### src/rtl/neopx_axis_multich.sv
// Multi-channel NeoPixel serializer fed by an AXI-Stream slave.
// A 1-entry hold register decouples the stream from the bit shifter so
// consecutive pixels go out with no gap. Each frame is locked to one channel
// and one strip type (WS2812 24-bit / SK6812 32-bit) on its first beat.
module neopx_axis_multich #(
  parameter int unsigned CLK_FREQ_HZ = 32'd72_000_000,
  parameter int unsigned NUM_CH      = 32'd4,
  parameter int unsigned DEST_W      = 32'd4,
  parameter int unsigned WS_T0H_NS   = 32'd400,
  parameter int unsigned WS_T1H_NS   = 32'd800,
  parameter int unsigned SK_T0H_NS   = 32'd300,
  parameter int unsigned SK_T1H_NS   = 32'd600,
  parameter int unsigned TBIT_NS     = 32'd1250,
  parameter int unsigned LATCH_US    = 32'd80
) (
  input  logic              axis_aclk,
  input  logic              axis_reset,
  input  logic [31:0]       s_axis_tdata,
  input  logic              s_axis_tvalid,
  input  logic              s_axis_tlast,
  input  logic [DEST_W-1:0] s_axis_tdest,
  output logic              s_axis_tready,
  input  logic              i_sk6812,
  input  logic [7:0]        i_brightness,
  output logic [NUM_CH-1:0] o_serial,
  output logic              o_busy,
  output logic              o_underrun,
  output logic              o_drop
);

  // Round a nanosecond duration to whole clock cycles.
  function automatic logic [12:0] ns_to_cyc(input logic [63:0] ns);
    logic [63:0] t;
    t = (ns * 64'(CLK_FREQ_HZ) + 64'd500_000_000) / 64'd1_000_000_000;
    return 13'(t);
  endfunction

  localparam logic [12:0] WS_T0H    = ns_to_cyc(64'(WS_T0H_NS));
  localparam logic [12:0] WS_T1H    = ns_to_cyc(64'(WS_T1H_NS));
  localparam logic [12:0] SK_T0H    = ns_to_cyc(64'(SK_T0H_NS));
  localparam logic [12:0] SK_T1H    = ns_to_cyc(64'(SK_T1H_NS));
  localparam logic [12:0] TBIT      = ns_to_cyc(64'(TBIT_NS));
  localparam logic [12:0] LATCH_CYC = ns_to_cyc(64'(LATCH_US) * 64'd1000);

  // High time for one bit, by strip type and bit value.
  function automatic logic [12:0] t_high(input logic sk, input logic bit_v);
    logic [12:0] r;
    case ({sk, bit_v})
      2'b00:   r = WS_T0H;
      2'b01:   r = WS_T1H;
      2'b10:   r = SK_T0H;
      default: r = SK_T1H;
    endcase
    return r;
  endfunction

  // Brightness scaling: c*(b+1)>>8, so 8'hFF passes c through unchanged.
  function automatic logic [7:0] scale_byte(input logic [7:0] c, input logic [7:0] b);
    logic [15:0] p;
    p = 16'(c) * (16'(b) + 16'd1);
    return 8'(p >> 16'd8);
  endfunction

  typedef enum logic [1:0] {
    ST_IDLE  = 2'd0,
    ST_HIGH  = 2'd1,
    ST_LOW   = 2'd2,
    ST_LATCH = 2'd3
  } state_t;

  state_t              state_q, state_d;
  logic [12:0]         cnt_q, cnt_d;
  logic [5:0]          bits_q, bits_d;
  logic [31:0]         sh_q, sh_d;
  logic [DEST_W-1:0]   sh_ch_q, sh_ch_d;
  logic                sh_mode_q, sh_mode_d;
  logic                sh_last_q, sh_last_d;
  logic [31:0]         hold_q, hold_d;
  logic [DEST_W-1:0]   hold_ch_q, hold_ch_d;
  logic                hold_mode_q, hold_mode_d;
  logic                hold_last_q, hold_last_d;
  logic                hold_valid_q, hold_valid_d;
  logic                tready_q, tready_d;
  logic                lock_open_q, lock_open_d;
  logic [DEST_W-1:0]   lock_ch_q, lock_ch_d;
  logic                lock_mode_q, lock_mode_d;
  logic                lock_drop_q, lock_drop_d;
  logic [NUM_CH-1:0]   serial_q, serial_d;
  logic                busy_q, busy_d;
  logic                underrun_q, underrun_d;
  logic                drop_q, drop_d;
  logic                load_s;
  logic                accept_s;
  logic                first_s;
  logic [DEST_W-1:0]   beat_ch_s;
  logic                beat_mode_s;
  logic                beat_drop_s;

  // Stream side: frame lock, invalid-dest discard and hold-register fill.
  always_comb begin
    accept_s     = s_axis_tvalid && tready_q;
    first_s      = !lock_open_q;
    beat_ch_s    = first_s ? s_axis_tdest : lock_ch_q;
    beat_mode_s  = first_s ? i_sk6812 : lock_mode_q;
    beat_drop_s  = first_s ? (32'(s_axis_tdest) >= NUM_CH) : lock_drop_q;
    hold_d       = hold_q;
    hold_ch_d    = hold_ch_q;
    hold_mode_d  = hold_mode_q;
    hold_last_d  = hold_last_q;
    hold_valid_d = load_s ? 1'b0 : hold_valid_q;
    lock_open_d  = lock_open_q;
    lock_ch_d    = lock_ch_q;
    lock_mode_d  = lock_mode_q;
    lock_drop_d  = lock_drop_q;
    drop_d       = 1'b0;
    if (accept_s) begin
      lock_open_d = !s_axis_tlast;
      lock_ch_d   = beat_ch_s;
      lock_mode_d = beat_mode_s;
      lock_drop_d = beat_drop_s;
      if (beat_drop_s) begin
        drop_d = s_axis_tlast;
      end else begin
        hold_valid_d = 1'b1;
        hold_d       = {scale_byte(s_axis_tdata[31:24], i_brightness),
                        scale_byte(s_axis_tdata[23:16], i_brightness),
                        scale_byte(s_axis_tdata[15:8],  i_brightness),
                        scale_byte(s_axis_tdata[7:0],   i_brightness)};
        hold_ch_d    = beat_ch_s;
        hold_mode_d  = beat_mode_s;
        hold_last_d  = s_axis_tlast;
      end
    end else begin
      drop_d = 1'b0;
    end
    tready_d = !hold_valid_d;
    busy_d   = (state_d != ST_IDLE) || hold_valid_d || (lock_open_d && !lock_drop_d);
  end

  // Bit FSM: pulse timing, shifter advance, reload from hold and latch gap.
  always_comb begin
    state_d    = state_q;
    cnt_d      = cnt_q;
    bits_d     = bits_q;
    sh_d       = sh_q;
    sh_ch_d    = sh_ch_q;
    sh_mode_d  = sh_mode_q;
    sh_last_d  = sh_last_q;
    load_s     = 1'b0;
    underrun_d = 1'b0;
    case (state_q)
      ST_IDLE: begin
        load_s = hold_valid_q;
      end
      ST_HIGH: begin
        if (cnt_q == 13'd0) begin
          state_d = ST_LOW;
          cnt_d   = TBIT - t_high(sh_mode_q, sh_q[31]) - 13'd1;
        end else begin
          cnt_d = cnt_q - 13'd1;
        end
      end
      ST_LOW: begin
        if (cnt_q != 13'd0) begin
          cnt_d = cnt_q - 13'd1;
        end else if (bits_q > 6'd1) begin
          state_d = ST_HIGH;
          sh_d    = {sh_q[30:0], 1'b0};
          bits_d  = bits_q - 6'd1;
          cnt_d   = t_high(sh_mode_q, sh_q[30]) - 13'd1;
        end else if (sh_last_q) begin
          state_d = ST_LATCH;
          cnt_d   = LATCH_CYC - 13'd1;
        end else if (hold_valid_q) begin
          load_s = 1'b1;
        end else begin
          underrun_d = 1'b1;
          state_d    = ST_IDLE;
        end
      end
      ST_LATCH: begin
        if (cnt_q == 13'd0) begin
          state_d = ST_IDLE;
        end else begin
          cnt_d = cnt_q - 13'd1;
        end
      end
      default: begin
        state_d = ST_IDLE;
      end
    endcase
    // A reload starts the first bit of the held pixel in the same cycle.
    if (load_s) begin
      state_d   = ST_HIGH;
      sh_d      = hold_q;
      sh_ch_d   = hold_ch_q;
      sh_mode_d = hold_mode_q;
      sh_last_d = hold_last_q;
      bits_d    = hold_mode_q ? 6'd32 : 6'd24;
      cnt_d     = t_high(hold_mode_q, hold_q[31]) - 13'd1;
    end else begin
      sh_mode_d = sh_mode_d;
    end
    serial_d = '0;
    for (int unsigned i = 0; i < NUM_CH; i++) begin
      serial_d[i] = (state_d == ST_HIGH) && (sh_ch_d == DEST_W'(i));
    end
  end

  // State and output registers; reset drops every line at once.
  always_ff @(posedge axis_aclk or posedge axis_reset) begin
    if (axis_reset) begin
      state_q      <= ST_IDLE;
      cnt_q        <= 13'd0;
      bits_q       <= 6'd0;
      sh_q         <= 32'd0;
      sh_ch_q      <= '0;
      sh_mode_q    <= 1'b0;
      sh_last_q    <= 1'b0;
      hold_q       <= 32'd0;
      hold_ch_q    <= '0;
      hold_mode_q  <= 1'b0;
      hold_last_q  <= 1'b0;
      hold_valid_q <= 1'b0;
      tready_q     <= 1'b0;
      lock_open_q  <= 1'b0;
      lock_ch_q    <= '0;
      lock_mode_q  <= 1'b0;
      lock_drop_q  <= 1'b0;
      serial_q     <= '0;
      busy_q       <= 1'b0;
      underrun_q   <= 1'b0;
      drop_q       <= 1'b0;
    end else begin
      state_q      <= state_d;
      cnt_q        <= cnt_d;
      bits_q       <= bits_d;
      sh_q         <= sh_d;
      sh_ch_q      <= sh_ch_d;
      sh_mode_q    <= sh_mode_d;
      sh_last_q    <= sh_last_d;
      hold_q       <= hold_d;
      hold_ch_q    <= hold_ch_d;
      hold_mode_q  <= hold_mode_d;
      hold_last_q  <= hold_last_d;
      hold_valid_q <= hold_valid_d;
      tready_q     <= tready_d;
      lock_open_q  <= lock_open_d;
      lock_ch_q    <= lock_ch_d;
      lock_mode_q  <= lock_mode_d;
      lock_drop_q  <= lock_drop_d;
      serial_q     <= serial_d;
      busy_q       <= busy_d;
      underrun_q   <= underrun_d;
      drop_q       <= drop_d;
    end
  end

  assign s_axis_tready = tready_q;
  assign o_serial      = serial_q;
  assign o_busy        = busy_q;
  assign o_underrun    = underrun_q;
  assign o_drop        = drop_q;

endmodule
### config.mk
export PLATFORM = sky130hd
export DESIGN_NAME = neopx_axis_multich
export DESIGN_NICKNAME = d
export VERILOG_FILES = /design/src/rtl/neopx_axis_multich.sv
export SDC_FILE = /design/constraint.sdc
export NUM_CORES = 1
export LEC_CHECK = 0
export BUFFER_PORTS_ARGS = -buffer_cell sky130_fd_sc_hd__clkbuf_2
export CAP_MARGIN = 5
export CORE_MARGIN = 2
export CORE_UTILIZATION = 25
export DETAILED_ROUTE_END_ITERATION = 10
export GPL_TIMING_DRIVEN = 1
export HOLD_SLACK_MARGIN = 0.06
export PLACE_DENSITY = 0.5
export SETUP_SLACK_MARGIN = 0.02
export SLEW_MARGIN = 30
export SYNTH_ARGS = -nofsm -noshare
export SYNTH_HDL_FRONTEND = slang
export SYNTH_SLANG_ARGS = --single-unit
export TNS_END_PERCENT = 20
### constraint.sdc
create_clock -name axis_aclk -period 3.75 [get_ports axis_aclk]
set_input_delay 0.9375 -clock axis_aclk [delete_from_list [all_inputs] [get_ports axis_aclk]]
set_output_delay 0.9375 -clock axis_aclk [all_outputs]
set_load 0.005 [all_outputs]
======== Yosys cells after proc, flatten, opt, wreduce, memory -nomap -nowiden ========
Index checks and enable logic that the tools add are counted.
W data, S select, Z words.
word-level totals
  bits in registers ....................... 113
  bits of input ports ..................... 49
  output and inout port bits .............. 8
  logic and storage cells ................. 130
cells by class
  add/subtract/negate cells ............... 7
  multipliers ............................. 4
  $lt $le $gt $ge ......................... 2
  equal/unequal tests ..................... 16
  muxes and demuxes ....................... 54
  bitwise operators ....................... 1
  reductions and logical operators ........ 25
operators by type and width
  kind                     count
  $mux W13                 12
  $mux W32                 4
  $pmux W6 S3              3
  $sub A13 B1 Y13 const B  4
  $mul A8 B16 Y16          3
  $pmux W13 S3             1
  $mux W6                  5
  $mux W1                  18
  $mul A8 B9 Y16           1
  $mux W2                  7
  $logic_not A13 Y1        1
  $reduce_bool A13 Y1      1
  $sub A7 B13 Y13 const A  1
  $eq A2 B1 Y1 const B     5
  $eq A2 B2 Y1 const B     5
  $add A8 B1 Y9 const B    1
  $eq A4 B2 Y1 const B     2
  $logic_not A2 Y1         4
  $mux W4                  2
  $gt A6 B1 Y1 const B     1
  $logic_and A1 B1 Y1      6
  $pmux W2 S3              1
  $reduce_and A3 Y1        2
  $reduce_bool A2 Y1       3
  13 further kinds         16

======== Depth between registers and ports, before layout ========
Gate-level depths: netlist of run 1.
  word-level depth ........................ 10
  depth in mapped cells ................... 21
  mapped depth without buffers ............ 19

======== Least setup slack after synthesis of run 1 ========
OpenSTA, ideal clock, no wires.
  path type ............................... input-to-reg
  start ................................... in i_brightness[0]
  end ..................................... reg hold_q[31]
  library setup time ...................... 133 ps
  arrival ................................. 5,731 ps
  data required time ...................... 3,617 ps
  slack ................................... -2,114 ps
  cell stages on the path ................. 20
  buffers on the path ..................... 2
  path through ............................ clkbuf_1 > nand2_1 > nor2_1 > and3_1 > xor2_1 > clkbuf_1 > and2_1 > fa_1 > fa_1 > fa_1 > inv_1 > fa_1 > inv_1 > ha_1 > o211a_1 > a221oi_1 > o21ai_1 > o41ai_1 > xnor2_1 > o21ai_0
between the ends
  cells in the longest elaborated chain, start to end .. 2
RTL lines
  element               RTL line  text
  from (decl)           24        input logic [7:0] i_brightness,
  $add A8 B1 Y9         60        p = 16'(c) * (16'(b) + 16'd1);
  $mul A8 B16 Y16       60
  to (signal assigned)  242       hold_q <= hold_d;
  to (decl)             78        logic [31:0] hold_q, hold_d;
No other way between the ends.
A chain may end at the register's enable or synchronous reset.

======== Worst setup path after layout of run 1 ========
Ends and elaborated chain as after synthesis.

==> out/metrics.cfg, run 1 <==
[outcome]
status = complete, but fails checks
violations = negative setup slack

[synth]
syn-num-nets = 1867
ys_ff_latch = 113
syn_area_mm2 = 0.0137
async_reset_ff_frac = 1.00
synthFlopType = dfrtp_1
avgSynthCellArea_um2 = 9.05
synth-warning-count = 0
synth.largest_area_cell = fa_1
synth_edf_count = 0
yosys-top-cells-area = fa_1 (23%), dfrtp_1 (21%), ha_1 (14%)
yosysSeqAreaShare = 0.207
synth_cell_type_count = 65
synth_cells = 1510
yosysTopAreaCellShare = 0.234

[route]
remaining_drc_errors = 0
wl_per_cell_um = 13.9
drtIter0Drc = 383
vias_per_cell = 4.34
vias = 10500
wirelength_um = 33700
drtAntennaViolNets = 0
drtPass1Iterations = 5

[placed_design]
dp_cells = 2365
port_buffers = 56
hpwlAfterDp_um = 26400
routabilityCongestion = 0.824

[timing]
tightest_slew_ns = 0.930
maxSlewViolCount = 0
max_clock_freq_mhz = 197
holdWs_ns = 0.471
finalCriticalPeriod_ns = 5.09
fin_skew_ns = 0.00972
finalHoldViolCount = 0
rsz0062_at_grt = true
slew_headroom = 0.376
setup_slack_ns = -1.34
fin_crit_sh = 1.36
setup-violations-final = 32

[cells_and_area]
nets = 2076
final_cells = 2428
drive_gt1_frac = 0.238
antenna_cells = 0
area_growth_pct = 29.4

[power_and_ir_drop]
cellPowerDensity_mw_per_mm2 = 505
p_leak_uw = 0.00871
ir_drop_uv = 324

[floorplanning]
die_area_mm2 = 0.0565
core_area_mm2 = 0.0539
die_y_um = 238
fp.dieW_um = 238
pin_count = 57
start_util = 0.253
std_cell_rows = 85

[clocking]
path_clk_slew_ns = 0.06
cts_tree = built
worstSkewPairLatency_ns = 0.43
clockBufferDepth = 2
cts_root_buffer = clkbuf_16
htreeDepth = 4
cts_sinks = 113
cts_made_buffers = 17

[worst_setup_path]
crit_path_max_fanout = 6
crit_buf_inv = 4
critPathMostFrequentCell = fa_1
crit_path_max_incr_delay_ns = 0.53
start_kind = primary input
slowest_stage = fa_1
arrival_ns = 5.41
end_kind = register
cp_top_family = adder cells
critical_path_depth = 19
path_cells = buf_8 > ha_4 > buf_12 > xor2_4 > and2_4 > fa_1 > ha_1 > inv_1 > fa_1 > inv_1 > fa_1 > ha_1 > o21a_1 > o211a_1 > a221oi_4 > o21ai_4 > o41ai_2 > xnor2_1 > o21ai_1
ff2ff_path_depth = 8
setup.worst_path.class = in2reg
cp_data_required_time_ns = 4.07

[global_route]
overflow = 0
grt_pass1_vias = 11400
grtUsageTotal = 0.123
antenna_found_initial = 0
grt_pass1_wl_um = 57000
grt_max_degree = 63

[worst_hold_path]
hold_class = reg2reg
holdPathStages = 2

[job]
maxCapViolCount = 0

per-layer routing:
metal,vias up,routed length (µm),global-route usage
met4,0,579,0.0351
met5,-,0,0
met3,40,952,0.0157
met1,5098,16300,0.166
li1,5242,-,-
met2,150,15800,0.207
report_power, final:
| part | switching [µW] | internal, µW |
|---|---|---|
| Sequential | 174 | 1450 |
| Combinational | 2750 | 2970 |
| Clock | 598 | 977 |
| Total | 3520 | 5400 |
cells by family after synthesis:
| family | synth area share |
|---|---|
| and+or+nand+nor | 0.209 |
| adders and majority gates | 0.370 |
| buffers and inverters | 0.0773 |
| AOI/OAI and AO/OA | 0.0940 |
| DFF | 0.207 |
| xor gates and xnor gates | 0.0346 |
| muxes | 0.00852 |
area by class of cell:
class	instances	area, µm²
repair buffers	246	2020
flip-flops and latches	113	2830
clock inverters	12	134
inverters	221	832
fillers	5525	36200
multi-input cells	1120	10600
well taps	696	871
clock buffers	20	437
synth_stat cells (all sizes together), types with 13 or more instances:
| library cell | number |
|---|---|
| nand2b | 13 |
| clkbuf | 48 |
| ha | 148 |
| a22oi | 34 |
| xnor2 | 42 |
| o21ai | 66 |
| nor2 | 45 |
| dfrtp | 113 |
| nand2 | 191 |
| a21oi | 36 |
| and2 | 206 |
| fa | 160 |
| nor3 | 14 |
| nor2b | 26 |
| inv | 221 |
sequential cells by signal (all words and copies together), names as in the netlist:
signal and cells:
hold_q 32, sh_q 32, cnt_q 13, bits_q 6
hold_ch_q 4, lock_ch_q 4, o_serial 4, sh_ch_q 4
state_q 2, hold_last_q 1, hold_mode_q 1, hold_valid_q 1
lock_drop_q 1, lock_mode_q 1, lock_open_q 1, o_busy 1
o_drop 1, o_underrun 1, s_axis_tready 1, sh_last_q 1
sh_mode_q 1
per-stage QoR:
| step | area (µm²) | setup slack [ns] | power [µW] | util | TNS (ns) |
|---|---|---|---|---|---|
| 2_1_floorplan | 13900 | -1.61 | 4710 | - | -61.24 |
| 4_1_cts | 17200 | -1.33 | 8350 | 0.318 | -37.58 |
| 6_report | 17700 | -1.34 | 8920 | 0.328 | -37.04 |
| 5_1_grt | 17700 | -1.52 | 9810 | 0.328 | -42.45 |
| 3_3_place_gp | 16100 | -1.88 | 6320 | 0.299 | -54.98 |
| 3_5_place_dp | 16100 | -2.00 | 6410 | 0.299 | -57.83 |
what timing repair did:
action,CTS,global route
gates resized for setup,57,98
buffers inserted,13,13
pin swaps,42,74
gates cloned,4,1
setup endpoints to repair,32,32
hold buffers,0,0
tightest hold or removal path, delay by kind of cell (launching register included):
| kind | cells | cell delay, ns |
|---|---|---|
| flip-flops | 1 | 0.34 |
| AND/OR/NAND/NOR | 2 | 0.10 |
worst paths after layout:
path                         endpoint            start  slack (ns)
max                        hold_q[31]  i_brightness[0]       -1.34
min                        sh_ch_q[3]       sh_ch_q[3]        0.47
max reg2reg                 bits_q[5]         cnt_q[6]        0.91
min reg2reg                sh_ch_q[3]       sh_ch_q[3]        0.47
max in group asynchronous   bits_q[2]       axis_reset        2.34
min in group asynchronous     sh_q[9]       axis_reset        0.66
layout by cell type (no fill, tap or decap), types with 6 or more instances in the layout:
cell type,count
mux2i_1,6
fa_2,12
and3_1,7
a211oi_1,7
inv_2,13
nor3_1,12
a21o_1,8
a22oi_1,34
clkbuf_2,52
buf_4,155
ha_1,130
buf_6,20
o21a_1,6
clkbuf_16,18
dfrtp_1,113
nand2b_1,12
o21ai_0,41
and2_4,18
o21ai_1,17
ha_4,15
a21oi_2,9
nor4_1,6
nor2b_1,26
a21oi_1,23
inv_1,207
xnor2_1,33
o21ai_2,6
and2_1,188
xnor2_2,7
nand3_1,7
nor2_1,41
nand2_1,187
fa_1,148
xor2_1,8
buf_12,11
(Power assumes the default switching activity.)
==> run 2: changes to the inputs <==
- CORE_ASPECT_RATIO: unset -> 1.5
==> run 2 against run 1 <==
Effect of this change: the flow still finishes with violations (negative setup slack); sequential power about the same; sequential share of layout area increased by 0.056 points; global-route usage decreased by 0.064 points; core utilization decreased by 0.084 points; die area about the same; critical path depth increased by 2; register-to-register slack improved by 0.19 ns; largest power group unchanged; combinational power decreased by 3%; clock-buffer cell count decreased by 1; first-iteration DRC count decreased by 3.9%.
==> out/metrics.cfg, run 2 (synthesis results as in run 1) <==
[outcome]
status = complete, but fails checks
violations = negative setup slack

[timing]
setup_slack_ns = -1.35
slew_headroom = 0.477
finalHoldViolCount = 0
rsz0062_at_grt = true
fin_skew_ns = 0.0177
fin_crit_sh = 1.36
tns_ns = -36.52
max_clock_freq_mhz = 196
setup-violations-final = 32
maxSlewViolCount = 0
finalCriticalPeriod_ns = 5.10
tightest_slew_ns = 0.778

[route]
vias_per_cell = 4.39
drtPass1Iterations = 4
remaining_drc_errors = 0
wl_per_cell_um = 14.0
drtAntennaViolNets = 0
drtIter0Drc = 368
vias = 10600
wirelength_um = 33800

[clocking]
hold_buffers = 0
worstSkewPairLatency_ns = 0.43
cts_made_buffers = 17
cts_tree = built
cts_sinks = 113
clockBufferDepth = 2
path_clk_slew_ns = 0.06
htreeDepth = 4
cts_root_buffer = clkbuf_16

[floorplanning]
fp.dieW_um = 195
pin_count = 57
std_cell_rows = 104
die_y_um = 290
core_area_mm2 = 0.0539
die_area_mm2 = 0.0566
start_util = 0.254

[worst_setup_path]
arrival_ns = 5.39
start_kind = primary input
crit_path_max_fanout = 7
end_kind = register
cp_data_required_time_ns = 4.04
setup.worst_path.class = in2reg

[cells_and_area]
drive_gt1_frac = 0.231
final_common_cell = inv_1
nets = 2071
area_growth_pct = 29.0
reg_top3 = hold_q (32), sh_q (32), cnt_q (13)
final_cells = 2416
antenna_cells = 0
final_cell_mix = inv_1 (208), and2_1 (192), nand2_1 (187)

[global_route]
met3_usage = 0.0114
grt_pass1_wl_um = 56600
grt_pass1_vias = 11600
grt.met2_usage = 0.239
grt_busiest_layer = met2
grt_max_degree = 114
use_met1 = 0.140
overflow = 0
antenna_found_initial = 0
grtUsageTotal = 0.123

[placed_design]
dp_cells = 2355
port_buffers = 56
hpwlAfterDp_um = 26800
routabilityCongestion = 0.811

[power_and_ir_drop]
ir_drop_uv = 295
p_leak_uw = 0.00871
cellPowerDensity_mw_per_mm2 = 503

[worst_hold_path]
hold_class = reg2reg

[job]
maxCapViolCount = 0

[run 2: routing by layer]
layer	share of wire	wire length, µm	up-vias
met3	0.016	526	31
met5	0	0	-
li1	-	-	5228
met1	0.42	14200	5234
met4	0.017	561	0
met2	0.55	18500	116
[run 2: cell type report]
class                   count  area (µm²)
clock buffers              19         453
clock inverters            13         173
flip-flops and latches    113        2830
inverters                 221         832
repair buffers            242        1970
multi-input cells        1119       10500
well taps                 689         862
fillers                  5645       36300
[run 2: path summary, 6_finish.rpt]
| kind | start | endpoint | slack, ns | cells after the start |
|---|---|---|---|---|
| setup / recovery | i_brightness[0] | hold_q[31] | -1.35 | 21 |
| hold / removal | sh_q[4] | sh_q[4] | 0.48 | 2 |
| setup reg to reg | cnt_q[0] | cnt_q[2] | 1.10 | 8 |
| hold reg to reg | sh_q[4] | sh_q[4] | 0.48 | 2 |
| max in group asynchronous | axis_reset | lock_ch_q[0] | 2.58 | 3 |
| min in group asynchronous | axis_reset | sh_q[9] | 0.60 | 3 |
[run 2: stage by stage]
step           instance area (µm²)  hold slack, ns  setup WS [ns]  utilization  power, µW
6_report                     17600           0.476          -1.35        0.327       8870
5_1_grt                      17600           0.501          -1.54        0.327       9750
4_1_cts                      17300           0.477          -1.38        0.321       8480
3_5_place_dp                 16100           0.465          -2.10        0.299       6390
3_3_place_gp                 16100           0.454          -2.01        0.299       6270
2_1_floorplan                13900           0.440          -1.61            -       4710
[run 2: timing repair]
action                                 4_1_cts  5_1_grt
pin swaps                                   73       43
buffers inserted                            22        5
setup endpoints to repair                   32       32
cloned                                       3        0
endpoints found under the hold margin        0        0
gates resized for setup                     78       56
[run 2: where the power goes]
| part | total (µW) | internal [µW] | switching (µW) | leakage (µW) |
|---|---|---|---|---|
| logic | 5560 | 2870 | 2680 | 0.00692 |
| registers | 1620 | 1450 | 166 | 0.00148 |
| clock network | 1700 | 1090 | 609 | 0.000305 |
| total | 8870 | 5410 | 3460 | 0.00871 |
[run 2: critical path: stages]
cell and delay [ns]:
clkbuf_16 0.12, ha_4 0.18, nand3_4 0.13, xnor2_4 0.16, buf_12 0.15, buf_4 0.14, and2_4 0.15, fa_1 0.47
fa_1 0.52, fa_1 0.51, inv_2 0.04, fa_1 0.49, inv_2 0.05, ha_4 0.25, o211a_1 0.14, a221oi_4 0.27
o21ai_2 0.10, buf_4 0.15, o41ai_4 0.21, xnor2_1 0.15, o21ai_1 0.07
==> run 3: changes to the inputs <==
- ABC_AREA: unset -> 1
- ABC_CLOCK_PERIOD_IN_PS: unset -> 3750
==> run 3 against run 2 <==
Effect of this change: the flow still finishes with violations (negative setup slack); highest routed layer unchanged; critical path type unchanged; largest cell class unchanged; clock skew is 0.0016 ns lower; worst setup slack better by 0.30 ns; largest power group unchanged; area after synthesis is 9.3% higher.
==> out/metrics.cfg, run 3 <==
[worst_setup_path]
cp_top_family = adder cells
rrSetupSlack_ns = 0.91
path_cells = buf_8 > ha_4 > nand2_4 > nor2_4 > buf_6 > nand4_1 > nand2_4 > buf_12 > buf_16 > nor2_4 > fa_1 > fa_1 > fa_1 > inv_1 > fa_1 > inv_1 > ha_4 > a21oi_4 > buf_4 > o21ai_2 > a21oi_2 > nand3_1 > nand3_2 > nand2_1
end_kind = register
start_kind = primary input
r2r-start = cnt_q[0]
crit_path_max_fanout = 6
cp_data_required_time_ns = 4.07
slowest_stage = fa_1
setup.worst_path.class = in2reg
arrival_ns = 5.12
crit_path_max_incr_delay_ns = 0.52
critPathMostFrequentCell = fa_1
ff2ff_path_depth = 11
r2r-end = sh_q[5]
crit_buf_inv = 7

[synth]
synthFlopType = dfrtp_1
synth_most_common_cell = nand2_1
synth_cells = 2046
syn-num-nets = 2403
synth_cell_type_count = 44
async_reset_ff_frac = 1.00
yosys-top-cells-area = fa_1 (21%), dfrtp_1 (19%), nand2_1 (13%)
yosysSeqAreaShare = 0.189
synth_edf_count = 0
yosysTopAreaCellShare = 0.215
synth_commonest_cells = nand2_1 (504), inv_1 (388), nor2_1 (289), fa_1 (160), ha_1 (148)
synth-warning-count = 0
synth.largest_area_cell = fa_1
avgSynthCellArea_um2 = 7.30
ys_ff_latch = 113
syn_area_mm2 = 0.0149

[floorplanning]
fp.dieW_um = 204
pin_count = 57
start_util = 0.253
std_cell_rows = 109
die_y_um = 303
core_area_mm2 = 0.0591
die_area_mm2 = 0.0617

[job]
maxCapViolCount = 0

[worst_hold_path]
hp-start = hold_q[27]
holdPathStages = 2
hold_class = reg2reg
min_to = hold_q[27]

[timing]
finalHoldViolCount = 0
fin_crit_sh = 1.28
slew_headroom = 0.452
max_clock_freq_mhz = 208
rsz0062_at_grt = true
tns_ns = -29.32
setup-violations-final = 32
tightest_slew_ns = 0.822
fin_skew_ns = 0.0161
setup_slack_ns = -1.05
maxSlewViolCount = 0
finalCriticalPeriod_ns = 4.80

[route]
vias = 13600
drtPass1Iterations = 5
wl_met2_um = 22000
wl_met1_um = 17700
wirelength_um = 42200
drtIter0Drc = 522
remaining_drc_errors = 0
drtAntennaViolNets = 0
highest_layer = met4
wl_per_cell_um = 13.6
vias_per_cell = 4.38
met3_wirelength_um = 1070

[power_and_ir_drop]
p_int_uw = 5710
finalPower_uw = 10400
clockPowerShare = 0.156
p_leak_uw = 0.0104
p_sw_frac = 0.448
seqPwrFrac = 0.155
combPwrFrac = 0.689
ir_drop_uv = 319
power.switching_uw = 4640
cellPowerDensity_mw_per_mm2 = 532

[placed_design]
routabilityCongestion = 0.849
hpwlAfterDp_um = 35200
dp_cells = 3061
port_buffers = 56

[global_route]
grt_pass1_wl_um = 71200
grtUsageTotal = 0.143
grt_max_degree = 62
antenna_found_initial = 0
grt_pass1_vias = 14400
overflow = 0

[cells_and_area]
nets = 2677
final_cells = 3110
antenna_cells = 0
area_growth_pct = 30.4
reg_top3 = hold_q (32), sh_q (32), cnt_q (13)
fin_util = 0.330
drive_gt1_frac = 0.222
final_cell_mix = nand2_1 (482), inv_1 (371), nor2_1 (250)
final_common_cell = nand2_1

[clocking]
clockBufferDepth = 2
htreeDepth = 4
path_clk_slew_ns = 0.07
cts_tree = built
cts_root_buffer = clkbuf_16
worstSkewPairLatency_ns = 0.43
cts_sinks = 113
cts_made_buffers = 17

[outcome]
violations = negative setup slack
status = complete, but fails checks

[run 3: timing repair]
| action | CTS | global route |
|---|---|---|
| resized for setup | 128 | 29 |
| buffers inserted | 10 | 5 |
| pin swaps | 77 | 18 |
| hold buffers | 0 | 0 |
| endpoints found under the setup margin | 32 | 32 |
| cloned | 2 | 0 |
[run 3: cells by family after synthesis]
family / count (synthesis) / synth area share
XOR/XNOR: 25 / 0.0147
AO/OA/AOI/OAI: 159 / 0.0599
buffers and inverters: 440 / 0.114
multiplexers: 1 / 0.000671
flip-flops: 113 / 0.189
AND/OR/NAND/NOR: 1000 / 0.283
adder cells (fa/ha/maj): 308 / 0.339
[run 3: layout make-up]
| class | count | area (µm²) |
|---|---|---|
| fill | 6274 | 39600 |
| multi-input combinational | 1493 | 11300 |
| sequential | 113 | 2830 |
| timing repair buffer | 298 | 2320 |
| inverter | 397 | 1500 |
| tap | 777 | 972 |
| clock buffer | 17 | 425 |
| clock inverter | 15 | 160 |
[run 3: worst max path at each step]
stage / cells past startpoint / startpoint / to
final: 24 / i_brightness[0] / hold_q[15]
after global routing: 24 / i_brightness[2] / hold_q[14]
after CTS: 24 / i_brightness[1] / hold_q[23]
after detailed placement: 23 / i_brightness[0] / hold_q[23]
after global placement: 23 / i_brightness[0] / hold_q[4]
after floorplan: 20 / i_brightness[0] / hold_q[30]
[run 3: per-stage QoR]
| step | instance area (µm²) | hold WS [ns] | setup WS (ns) |
|---|---|---|---|
| after CTS | 19300 | 0.483 | -1.02 |
| after global placement | 18100 | 0.462 | -1.60 |
| after detailed placement | 18100 | 0.467 | -1.72 |
| after global routing | 19500 | 0.511 | -1.26 |
| after floorplan | 15300 | 0.442 | -1.16 |
| final | 19500 | 0.479 | -1.05 |
[run 3: power groups by stage]
| stage | clock, µW | sequential (µW) | combinational, µW |
|---|---|---|---|
| after CTS | 1670 | 1610 | 6980 |
| final | 1610 | 1600 | 7130 |
| after global placement | 0 | 1620 | 6160 |
| after detailed placement | 0 | 1630 | 6180 |
| after global routing | 1720 | 1640 | 8060 |
| after floorplan | 0 | 1580 | 4040 |
[run 3: layer usage]
layer,track usage,vias to the layer above
li1,-,6846
met1,0.160,6476
met3,0.0167,66
met5,0,-
met4,0.0540,0
met2,0.275,231
[run 3: worst register-to-register path: stages, from the launching register on]
cell and delay (ns):
dfrtp_1 0.37, clkinv_1 0.26, ha_1 0.37, nand2_4 0.13, nor2_8 0.07, nand2_4 0.21
nor2_8 0.06, nand2_4 0.13, nand2_8 0.20, nor2_4 0.69, nand2_1 0.13, o211ai_1 0.14
